## src/rtl/seq_mult_ctl_if.sv

```systemverilog
// seq_mult_ctl_if: start/busy/done handshake bundle (start, signed_mode, a, b in; busy, done, product out) for seq_mult_ctl
interface seq_mult_ctl_if #(parameter int WIDTH = 8);
  logic start;
  logic signed_mode;
  logic [WIDTH-1:0] a;
  logic [WIDTH-1:0] b;
  logic busy;
  logic done;
  logic [2*WIDTH-1:0] product;
  modport master (output start, signed_mode, a, b, input busy, done, product);
  modport slave (input start, signed_mode, a, b, output busy, done, product);
endinterface

```

## src/rtl/seq_mult_ctl.sv

```systemverilog
// seq_mult_ctl: iterative shift-add multiplier; clk, reset (sync, active-high), bus = slave handshake (start/signed_mode/a/b in, busy/done/product out)
module seq_mult_ctl #(
  parameter int WIDTH = 8
) (
  input logic clk,
  input logic reset,
  seq_mult_ctl_if.slave bus
);
  localparam int W2 = 2 * WIDTH;
  typedef enum logic [1:0] {IDLE, RUN, FIX, DONE} state_t;
  state_t state, state_n;
  logic [W2-1:0] ma, acc, prod;
  logic [WIDTH-1:0] mb, mag_a, mag_b;
  logic neg, busy, accept;
  assign busy = state == RUN || state == FIX;
  assign accept = bus.start && !busy;
  assign bus.busy = busy;
  assign bus.done = state == DONE;
  assign bus.product = prod;
  assign mag_a = (bus.signed_mode && bus.a[WIDTH-1]) ? -bus.a : bus.a;
  assign mag_b = (bus.signed_mode && bus.b[WIDTH-1]) ? -bus.b : bus.b;
  always_comb begin
    state_n = state;
    state_n = busy ? (state == FIX ? DONE : ((mb >> 1) == '0 ? FIX : RUN))
                   : (bus.start ? RUN : state);
  end
  always_ff @(posedge clk) state <= reset ? IDLE : state_n;
  always_ff @(posedge clk) begin
    if (reset) begin
      ma <= '0;
      mb <= '0;
      acc <= '0;
      neg <= 1'b0;
      prod <= '0;
    end else if (accept) begin
      ma <= {{WIDTH{1'b0}}, mag_a};
      mb <= mag_b;
      acc <= '0;
      neg <= bus.signed_mode && (bus.a[WIDTH-1] ^ bus.b[WIDTH-1]);
    end else if (state == RUN) begin
      acc <= mb[0] ? acc + ma : acc;
      ma <= ma << 1;
      mb <= mb >> 1;
    end else if (state == FIX) begin
      prod <= neg ? -acc : acc;
    end
  end
endmodule
```

## src/flat_wrapper.sv

```systemverilog
// flat-port wrapper written by rule: the top's interface ports become plain ports
module seq_mult_ctl_flat 
#(
  parameter int WIDTH = 8
)
  (clk, reset, bus_start, bus_signed_mode, bus_a, bus_b, bus_busy, bus_done, bus_product);
  seq_mult_ctl_if #(.WIDTH(WIDTH)) bus_i ();
  input logic clk;
  input logic reset;
  input wire logic [$bits(bus_i.start)-1:0] bus_start;
  input wire logic [$bits(bus_i.signed_mode)-1:0] bus_signed_mode;
  input wire logic [$bits(bus_i.a)-1:0] bus_a;
  input wire logic [$bits(bus_i.b)-1:0] bus_b;
  output wire logic [$bits(bus_i.busy)-1:0] bus_busy;
  output wire logic [$bits(bus_i.done)-1:0] bus_done;
  output wire logic [$bits(bus_i.product)-1:0] bus_product;
  assign bus_i.start = bus_start;
  assign bus_i.signed_mode = bus_signed_mode;
  assign bus_i.a = bus_a;
  assign bus_i.b = bus_b;
  assign bus_busy = bus_i.busy;
  assign bus_done = bus_i.done;
  assign bus_product = bus_i.product;
  seq_mult_ctl #(.WIDTH(WIDTH)) u_core (.clk(clk), .reset(reset), .bus(bus_i));
endmodule
```

## config.mk

```make
export PLATFORM = sky130hd
export DESIGN_NAME = seq_mult_ctl_flat
export DESIGN_NICKNAME = d
export VERILOG_FILES = /design/src/rtl/seq_mult_ctl_if.sv /design/src/rtl/seq_mult_ctl.sv /design/src/flat_wrapper.sv
export SDC_FILE = /design/constraint.sdc
export NUM_CORES = 1
export LEC_CHECK = 0
export BUFFER_PORTS_ARGS = -buffer_cell sky130_fd_sc_hd__buf_2
export CORE_ASPECT_RATIO = 1.75
export CORE_MARGIN = 2
export CORE_UTILIZATION = 40
export DETAILED_ROUTE_END_ITERATION = 12
export PLACE_DENSITY_LB_ADDON = 0.25
export SLEW_MARGIN = 0
export SYNTH_ARGS = -nofsm -noshare
export SYNTH_HDL_FRONTEND = slang
export SYNTH_SLANG_ARGS = --single-unit
```

## constraint.sdc

```tcl
create_clock -name clk -period 4.7 [get_ports clk]
set_clock_uncertainty 0.2 [all_clocks]
set_input_delay 0.705 -clock clk [delete_from_list [all_inputs] [get_ports clk]]
set_output_delay 0.705 -clock clk [all_outputs]
set_load 0.01 [all_outputs]
```

==> results of run 1 <==
## per-stage QoR
step / worst slack, ns / instance area (µm²) / hold WS [ns] / total power, mW
6_report: 1.94 / 4200 / 0.276 / 1.93
5_1_grt: 1.77 / 4200 / 0.302 / 2.05
4_1_cts: 1.92 / 4200 / 0.283 / 1.95
3_5_place_dp: 1.91 / 3890 / 0.276 / 1.29
3_3_place_gp: 2.01 / 3890 / 0.276 / 1.27
2_1_floorplan: 2.26 / 3650 / 0.249 / 1.13
## per-layer routing
layer	share of wire, %	vias to the layer above	routed length, µm	track usage (%)
li1	-	1666	-	-
met1	37	1557	3350	17.9
met2	56	56	5050	37.5
met3	2.4	24	217	3.30
met4	5.0	0	456	12.6
met5	0	-	0	0
## worst paths after layout
kind / slack [ns] / end / cells after the start / start
hold reg to reg: 0.28 / u_core.bus.product[9] / 2 / u_core.bus.product[9]
hold / removal: 0.28 / u_core.bus.product[9] / 2 / u_core.bus.product[9]
setup / recovery: 1.94 / u_core.acc[8] / 8 / u_core.acc[0]
setup reg to reg: 1.94 / u_core.acc[8] / 8 / u_core.acc[0]
## power by group
| part | switching (mW) | internal [mW] |
|---|---|---|
| clock network | 0.225 | 0.434 |
| logic | 0.362 | 0.244 |
| registers | 0.0755 | 0.590 |
| total | 0.662 | 1.27 |
## cells in the mapped netlist, types with 7 or more instances
library cell | n | share of area [%]
nor2_1 | 64 | 6.6
dfxtp_1 | 59 | 32
nand2_1 | 36 | 3.7
mux2i_1 | 28 | 7.7
a211oi_1 | 27 | 5.5
a21oi_1 | 26 | 3.6
clkbuf_1 | 21 | 2.2
ha_1 | 21 | 7.2
xor2_1 | 17 | 4.1
inv_1 | 15 | 1.5
nand3_1 | 14 | 1.9
nor3_1 | 13 | 1.8
xnor2_1 | 11 | 2.6
o21ai_0 | 10 | 1.4
a311oi_1 | 7 | 1.7
## kinds of logic after synthesis
kind of cell,Yosys count
AOI/OAI and AO/OA,108
xor gates and xnor gates,28
adders and majority gates,22
buffers and inverters,41
DFF,59
muxes,28
and+or+nand+nor,159
## registers in the layout, indices dropped and copies added (netlist names)
signal / cells
u_core.neg: 1
u_core.ma: 16
u_core.mb: 8
u_core.acc: 16
u_core.bus.product: 16
u_core.state: 2
## layout make-up
type	instances	share of cell area [%]
tap	120	3.58
inverter	15	1.34
multi-input combinational	345	54.8
clock buffer	11	6.02
timing repair buffer	40	4.95
sequential	59	28.1
clock inverter	4	1.19
## worst register-to-register path, stage by stage (launching register included)
cell,delay (ns)
dfxtp_1,0.35
ha_1,0.25
fa_1,0.44
a211oi_1,0.31
o21ai_0,0.25
a311oi_1,0.40
nor2_1,0.10
xnor2_1,0.13
a211oi_1,0.24
## layout by cell type, fill, tap and decap left out, types with 7 or more instances in the layout
cell and n:
xor2_1 17, nand2_1 36, inv_1 15, xnor2_1 11
buf_2 37, ha_1 21, nand3_1 14, a21oi_1 26
nor2_1 64, mux2i_1 28, dfxtp_1 59, clkbuf_16 9
a211oi_1 27, o21ai_0 10, a311oi_1 7, nor3_1 13
==> results.cfg, run 1 <==
[sta]
rsz0062_at_grt = no
slew_viol_final = 0
setup_violations = 0
fin_tns_setup_ns = 0
tightest_slew_ns = 1.08
final.min_clock_period_ns = 2.76
finalCritPeriodShare_pct = 58.8
relSlewSlack_pct = 28.1
hold_viol = 0
clock.fmax_mhz = 362

[floorplanning]
core_mm2 = 0.00898
die_h_um = 130
start_util_pct = 40.7
die_area_mm2 = 0.00994
io_pins = 38
die_x_um = 76.2
num_rows = 46

[synth]
syn_inst = 445
synth_compound_area_share_pct = 21.0
ys_warn_count = 0
synth-edff-count = 0
syn-num-nets = 487
synth-xor-area-share_pct = 6.71
synthMuxAreaShare_pct = 7.67
postSynth.asyncResetShare_pct = 0
synth-adder-area-share_pct = 7.74
ys_ff_latch = 59
ys.flop_type = dfxtp_1
synthDistinctLibCells = 50
syn-cell-area_mm2 = 0.00365
synth_top_family_by_area = compound AO/OA/AOI/OAI gates
ys_seq_area_share_pct = 32.3
synth.avg_cell_area_um2 = 8.21
synth-simple-area-share_pct = 19.8

[placed_design]
gp_congestion = 0.893
numPortBuffers = 37
dpl.cell_count = 579
hpwl_um = 6940

[drt]
drt_first_pass_iters = 5
post-route-drc-count = 0
via_count = 3303
antenna_left = 0
viasPerCell = 5.56
totalWireLength_um = 9070
wl_per_cell_um = 15.3
dr.first_iter.drc_count = 157

[grt]
grt_pass1_vias = 3176
antenna_found_initial = 0
grt_use_total_pct = 19.1
grt_pass1_wl_um = 15000
grt_max_degree = 38
overflow = 0

[critical_path]
cp_max_fo = 6
worstPathCellList = ha_1 > fa_1 > a211oi_1 > o21ai_0 > a311oi_1 > nor2_1 > xnor2_1 > a211oi_1
crit_buf_inv = 0
cpMaxStageDelayCell = fa_1
end_kind = flop
critPathLaunchType = flop
worstPathArrival_ns = 2.79
slowest_delay_ns = 0.44
cpMostUsedCell = a211oi_1
critical_path_class = flop to flop
required_ns = 4.72
cp_top_family = compound AO/OA/AOI/OAI gates

[cts]
clock_tree.root_cell = clkbuf_16
cts-buffers-inserted = 9
ctsResizeCount = 0
clk_latency_ns = 0.33
cts.sinks = 59
clkTransAtPathRegs_ns = 0.05
htree_num_levels = 3
cts_setup_buffers = 0
hold_buffers = 0
ctsLongestPathBuffers = 2
cts_tree = yes

[cells_and_area]
diodes = 0
fin_util_pct = 46.8
synthToLayoutAreaGrowth_pct = 14.9
multiInputGateArea_mm2 = 0.00230
fillers = 944
final_cells = 594
final_nets = 512
layout-drive-gt1-share_pct = 12.9
regArea_mm2 = 0.00118

[status]
status = completed

[pwr]
cellPowerDensity_mw_per_mm2 = 460
vdd_drop_max_v = 0.000240
p_leak_nw = 1.70

[job]
max_cap_viol_count = 0

[min_path]
hold_path_class = flop to flop
(Power assumes the default switching activity.)
==> inputs of run 2 (changes only) <==
==> constraint.sdc (replaced) <==
create_clock -name clk -period 2.6 [get_ports clk]
set_clock_uncertainty 0.2 [all_clocks]
set_input_delay 0.39 -clock clk [delete_from_list [all_inputs] [get_ports clk]]
set_output_delay 0.39 -clock clk [all_outputs]
set_load 0.01 [all_outputs]
==> results.cfg, run 2 (synthesized netlist as in run 1, its figures left out) <==
[floorplanning]
die_area_mm2 = 0.00994
start_util_pct = 40.7
num_rows = 46
core_mm2 = 0.00898
die_x_um = 76.2
die_h_um = 130
io_pins = 38

[cts]
htree_num_levels = 3
cts.sinks = 59
hold_buffers = 0
clk_latency_ns = 0.33
cts_tree = yes
clkTransAtPathRegs_ns = 0.05
clock_tree.root_cell = clkbuf_16
ctsLongestPathBuffers = 2
cts-buffers-inserted = 9

[drt]
totalWireLength_um = 9310
antenna_left = 0
drt_first_pass_iters = 4
dr.first_iter.drc_count = 222
post-route-drc-count = 0
viasPerCell = 5.43
wl_per_cell_um = 15.1
via_count = 3355

[sta]
final.min_clock_period_ns = 2.49
hold_viol = 0
tightest_slew_ns = 0.574
setup_violations = 0
finalCritPeriodShare_pct = 95.9
finalWorstSetupSlack_ns = 0.107
relSlewSlack_pct = 61.7
clock.fmax_mhz = 401
slew_viol_final = 0
hold_slack_ns = 0.135

[grt]
grt_pass1_wl_um = 15000
overflow = 0
grt_max_degree = 30
grt_pass1_vias = 3242
grt_use_total_pct = 19.2
antenna_found_initial = 0

[cells_and_area]
layout-drive-gt1-share_pct = 17.5
layout_common_cells = 64 x nor2_1, 59 x dfxtp_1, 37 x buf_2
multiInputGateArea_mm2 = 0.00231
fillers = 940
diodes = 0
final_nets = 535
fin_util_pct = 48.6
final_common_cell = nor2_1
regArea_mm2 = 0.00118
synthToLayoutAreaGrowth_pct = 19.4

[placed_design]
place_ws_ns = 0.0730
gp_congestion = 0.958
hpwl_um = 7140
numPortBuffers = 37

[critical_path]
crit_buf_inv = 1
worstPathCellList = ha_1 > fa_1 > a211oi_2 > o21ai_1 > buf_4 > a41o_1 > a21oi_1 > mux2i_1 > nand2_1
cp_top_family = compound AO/OA/AOI/OAI gates
r2r_setup_slack_ns = 0.11
cpMaxStageDelayCell = fa_1
required_ns = 2.62
end_kind = flop
cp_max_fo = 3
slowest_delay_ns = 0.44
worstPathArrival_ns = 2.51
critical_path_class = flop to flop
critPathLaunchType = flop

[pwr]
vdd_drop_max_v = 0.000446
p_leak_nw = 1.81
cellPowerDensity_mw_per_mm2 = 801

[min_path]
hold_path_class = input pin to flop

[status]
status = completed

[job]
max_cap_viol_count = 0
==> run 2: cell type report <==
class	instances	share of cell area (%)
well taps	120	3.44
multi-input cells	345	53.0
flip-flops and latches	59	27.1
repair buffers	63	8.72
clock buffers	12	5.88
clock inverters	4	0.574
inverters	15	1.29
==> run 2: worst paths after layout <==
check                                   start              to  cells after the start
worst max-delay path            u_core.acc[0]  u_core.acc[14]                      9
worst min register to register  u_core.acc[5]   u_core.acc[5]                      2
worst max register to register  u_core.acc[0]  u_core.acc[14]                      9
worst min-delay path                 bus_a[0]    u_core.ma[0]                      3
==> run 2: routing by layer <==
metal	wire length (µm)	vias to the layer above	track usage [%]	part of all wire (%)
met1	3540	1551	18.7	38
met3	216	30	3.02	2.3
met4	458	0	12.6	4.9
li1	-	1711	-	-
met5	0	-	0	0
met2	5090	63	37.3	55
==> run 2: what timing repair did <==
item | CTS | global route
buffers inserted | 0 | 0
endpoints found under the setup margin | 0 | 4
gates resized for setup | 0 | 4
==> run 2: power by group <==
| part | internal, mW | switching [mW] |
|---|---|---|
| registers | 1.07 | 0.122 |
| logic | 0.491 | 0.708 |
| clock network | 0.692 | 0.414 |
| total | 2.25 | 1.24 |
==> run 2: metrics by stage <==
stage	power (mW)	instance area, µm²	std cells	setup TNS (ns)
floorplan	2.04	3650	445	0
detailed placement	2.39	4070	602	0
CTS	3.52	4350	618	0
finish	3.49	4360	618	0
global route	3.71	4360	618	-0.000750
global placement	2.37	4070	602	0
==> run 2: tightest hold or removal path, stage by stage <==
cell and delay, ns:
buf_2 0.12, nand2_1 0.05, a21oi_1 0.05
==> inputs of run 3 (changes only) <==
--- a/config.mk
+++ b/config.mk
@@ -8,7 +8,7 @@
 export BUFFER_PORTS_ARGS = -buffer_cell sky130_fd_sc_hd__buf_2
 export CORE_ASPECT_RATIO = 1.75
 export CORE_MARGIN = 2
-export CORE_UTILIZATION = 40
+export CORE_UTILIZATION = 55
 export DETAILED_ROUTE_END_ITERATION = 12
 export PLACE_DENSITY_LB_ADDON = 0.25
 export SLEW_MARGIN = 0
==> results.cfg, run 3 (synthesized netlist as in run 1, its figures left out) <==
[drt]
antenna_left = 0
totalWireLength_um = 9250
drt_first_pass_iters = 4
viasPerCell = 5.98
via_count = 3454
post-route-drc-count = 0
dr.first_iter.drc_count = 182
wl_per_cell_um = 16.0

[pwr]
p_leak_nw = 1.82
finalPower_mw = 3.67
cellPowerDensity_mw_per_mm2 = 844
vdd_drop_max_v = 0.000688

[cells_and_area]
final_common_cell = nor2_1
layout-drive-gt1-share_pct = 17.1
layout_common_cells = 64 x nor2_1, 59 x dfxtp_1, 37 x buf_2
fillers = 544
final_nets = 533
fin_util_pct = 66.9
synthToLayoutAreaGrowth_pct = 18.9
diodes = 0

[critical_path]
end_kind = flop
r2r-start = u_core.ma[0]
worstPathCellList = ha_1 > fa_1 > a211oi_2 > o21ai_1 > a311oi_2 > nor2_1 > xnor2_1 > a211oi_1
required_ns = 2.64
cp_max_fo = 3
r2r_setup_slack_ns = 0.1
critical_path_class = flop to flop
cpMaxStageDelayCell = fa_1
crit_buf_inv = 0
cp-startpoint = u_core.ma[0]
cp_top_family = compound AO/OA/AOI/OAI gates
critPathLaunchType = flop
slowest_delay_ns = 0.41
worstPathArrival_ns = 2.55

[cts]
clk_latency_ns = 0.33
hold_buffers = 0
ctsLongestPathBuffers = 2
htree_num_levels = 3
ctsResizeCount = 0
clkTransAtPathRegs_ns = 0.06
cts_setup_buffers = 0
cts_tree = yes
cts-buffers-inserted = 9
cts.sinks = 59
clock_tree.root_cell = clkbuf_16

[floorplanning]
start_util_pct = 56.3
die_x_um = 65.6
core_mm2 = 0.00649
num_rows = 39
die_h_um = 112
die_area_mm2 = 0.00734
io_pins = 38

[sta]
finalCritPeriodShare_pct = 96.3
clock.fmax_mhz = 400
slew_viol_final = 0
tightest_slew_ns = 0.600
setup_violations = 0
relSlewSlack_pct = 60.0
hold_viol = 0
final.min_clock_period_ns = 2.50

[min_path]
hp-start = reset
hold_path_class = input pin to flop

[grt]
grt_pass1_vias = 3437
grt_max_degree = 34
grt_pass1_wl_um = 15600
grt_use_total_pct = 27.4
overflow = 0
antenna_found_initial = 0

[placed_design]
hpwl_um = 7040
numPortBuffers = 37
gp_congestion = 0.903

[status]
status = completed

[job]
max_cap_viol_count = 0
-- run 3: routing by layer --
layer	routed length, µm	up-vias	share of wire [%]	global-route usage [%]
li1	-	1710	-	-
met1	3330	1623	36	27.1
met2	5130	85	56	50.2
met3	247	36	2.7	5.15
met4	534	0	5.8	17.6
met5	0	-	0	0
-- run 3: final timing paths --
check / to / cells past startpoint
worst max-delay path: u_core.acc[8] / 8
worst min-delay path: u_core.bus.product[4] / 2
worst max register to register: u_core.acc[8] / 8
worst min register to register: u_core.acc[5] / 2
-- run 3: power by group --
part | total [mW] | internal, mW | switching [mW]
registers | 1.18 | 1.07 | 0.117
clock network | 1.30 | 0.864 | 0.438
logic | 1.18 | 0.481 | 0.700
-- run 3: cell type report --
class	instances	area (µm²)	area share [%]
Sequential cell	59	1180	27.2
Clock buffer	10	239	5.50
Clock inverter	6	88.8	2.04
Multi-Input combinational cell	345	2310	53.2
Timing Repair Buffer	61	365	8.41
Inverter	15	56.3	1.30
Tap cell	82	103	2.36
-- run 3: through the flow --
step	TNS (ns)	area (µm²)	hold WS, ns	cells	setup WS (ns)
after floorplan	0	3650	0.249	445	0.163
after global placement	0	4010	0.261	562	0.148
after detailed placement	0	4010	0.271	562	0.0241
after CTS	0	4330	0.0826	578	0.0127
after global routing	-0.0222	4340	0.0915	578	-0.0222
final	0	4340	0.0903	578	0.0971
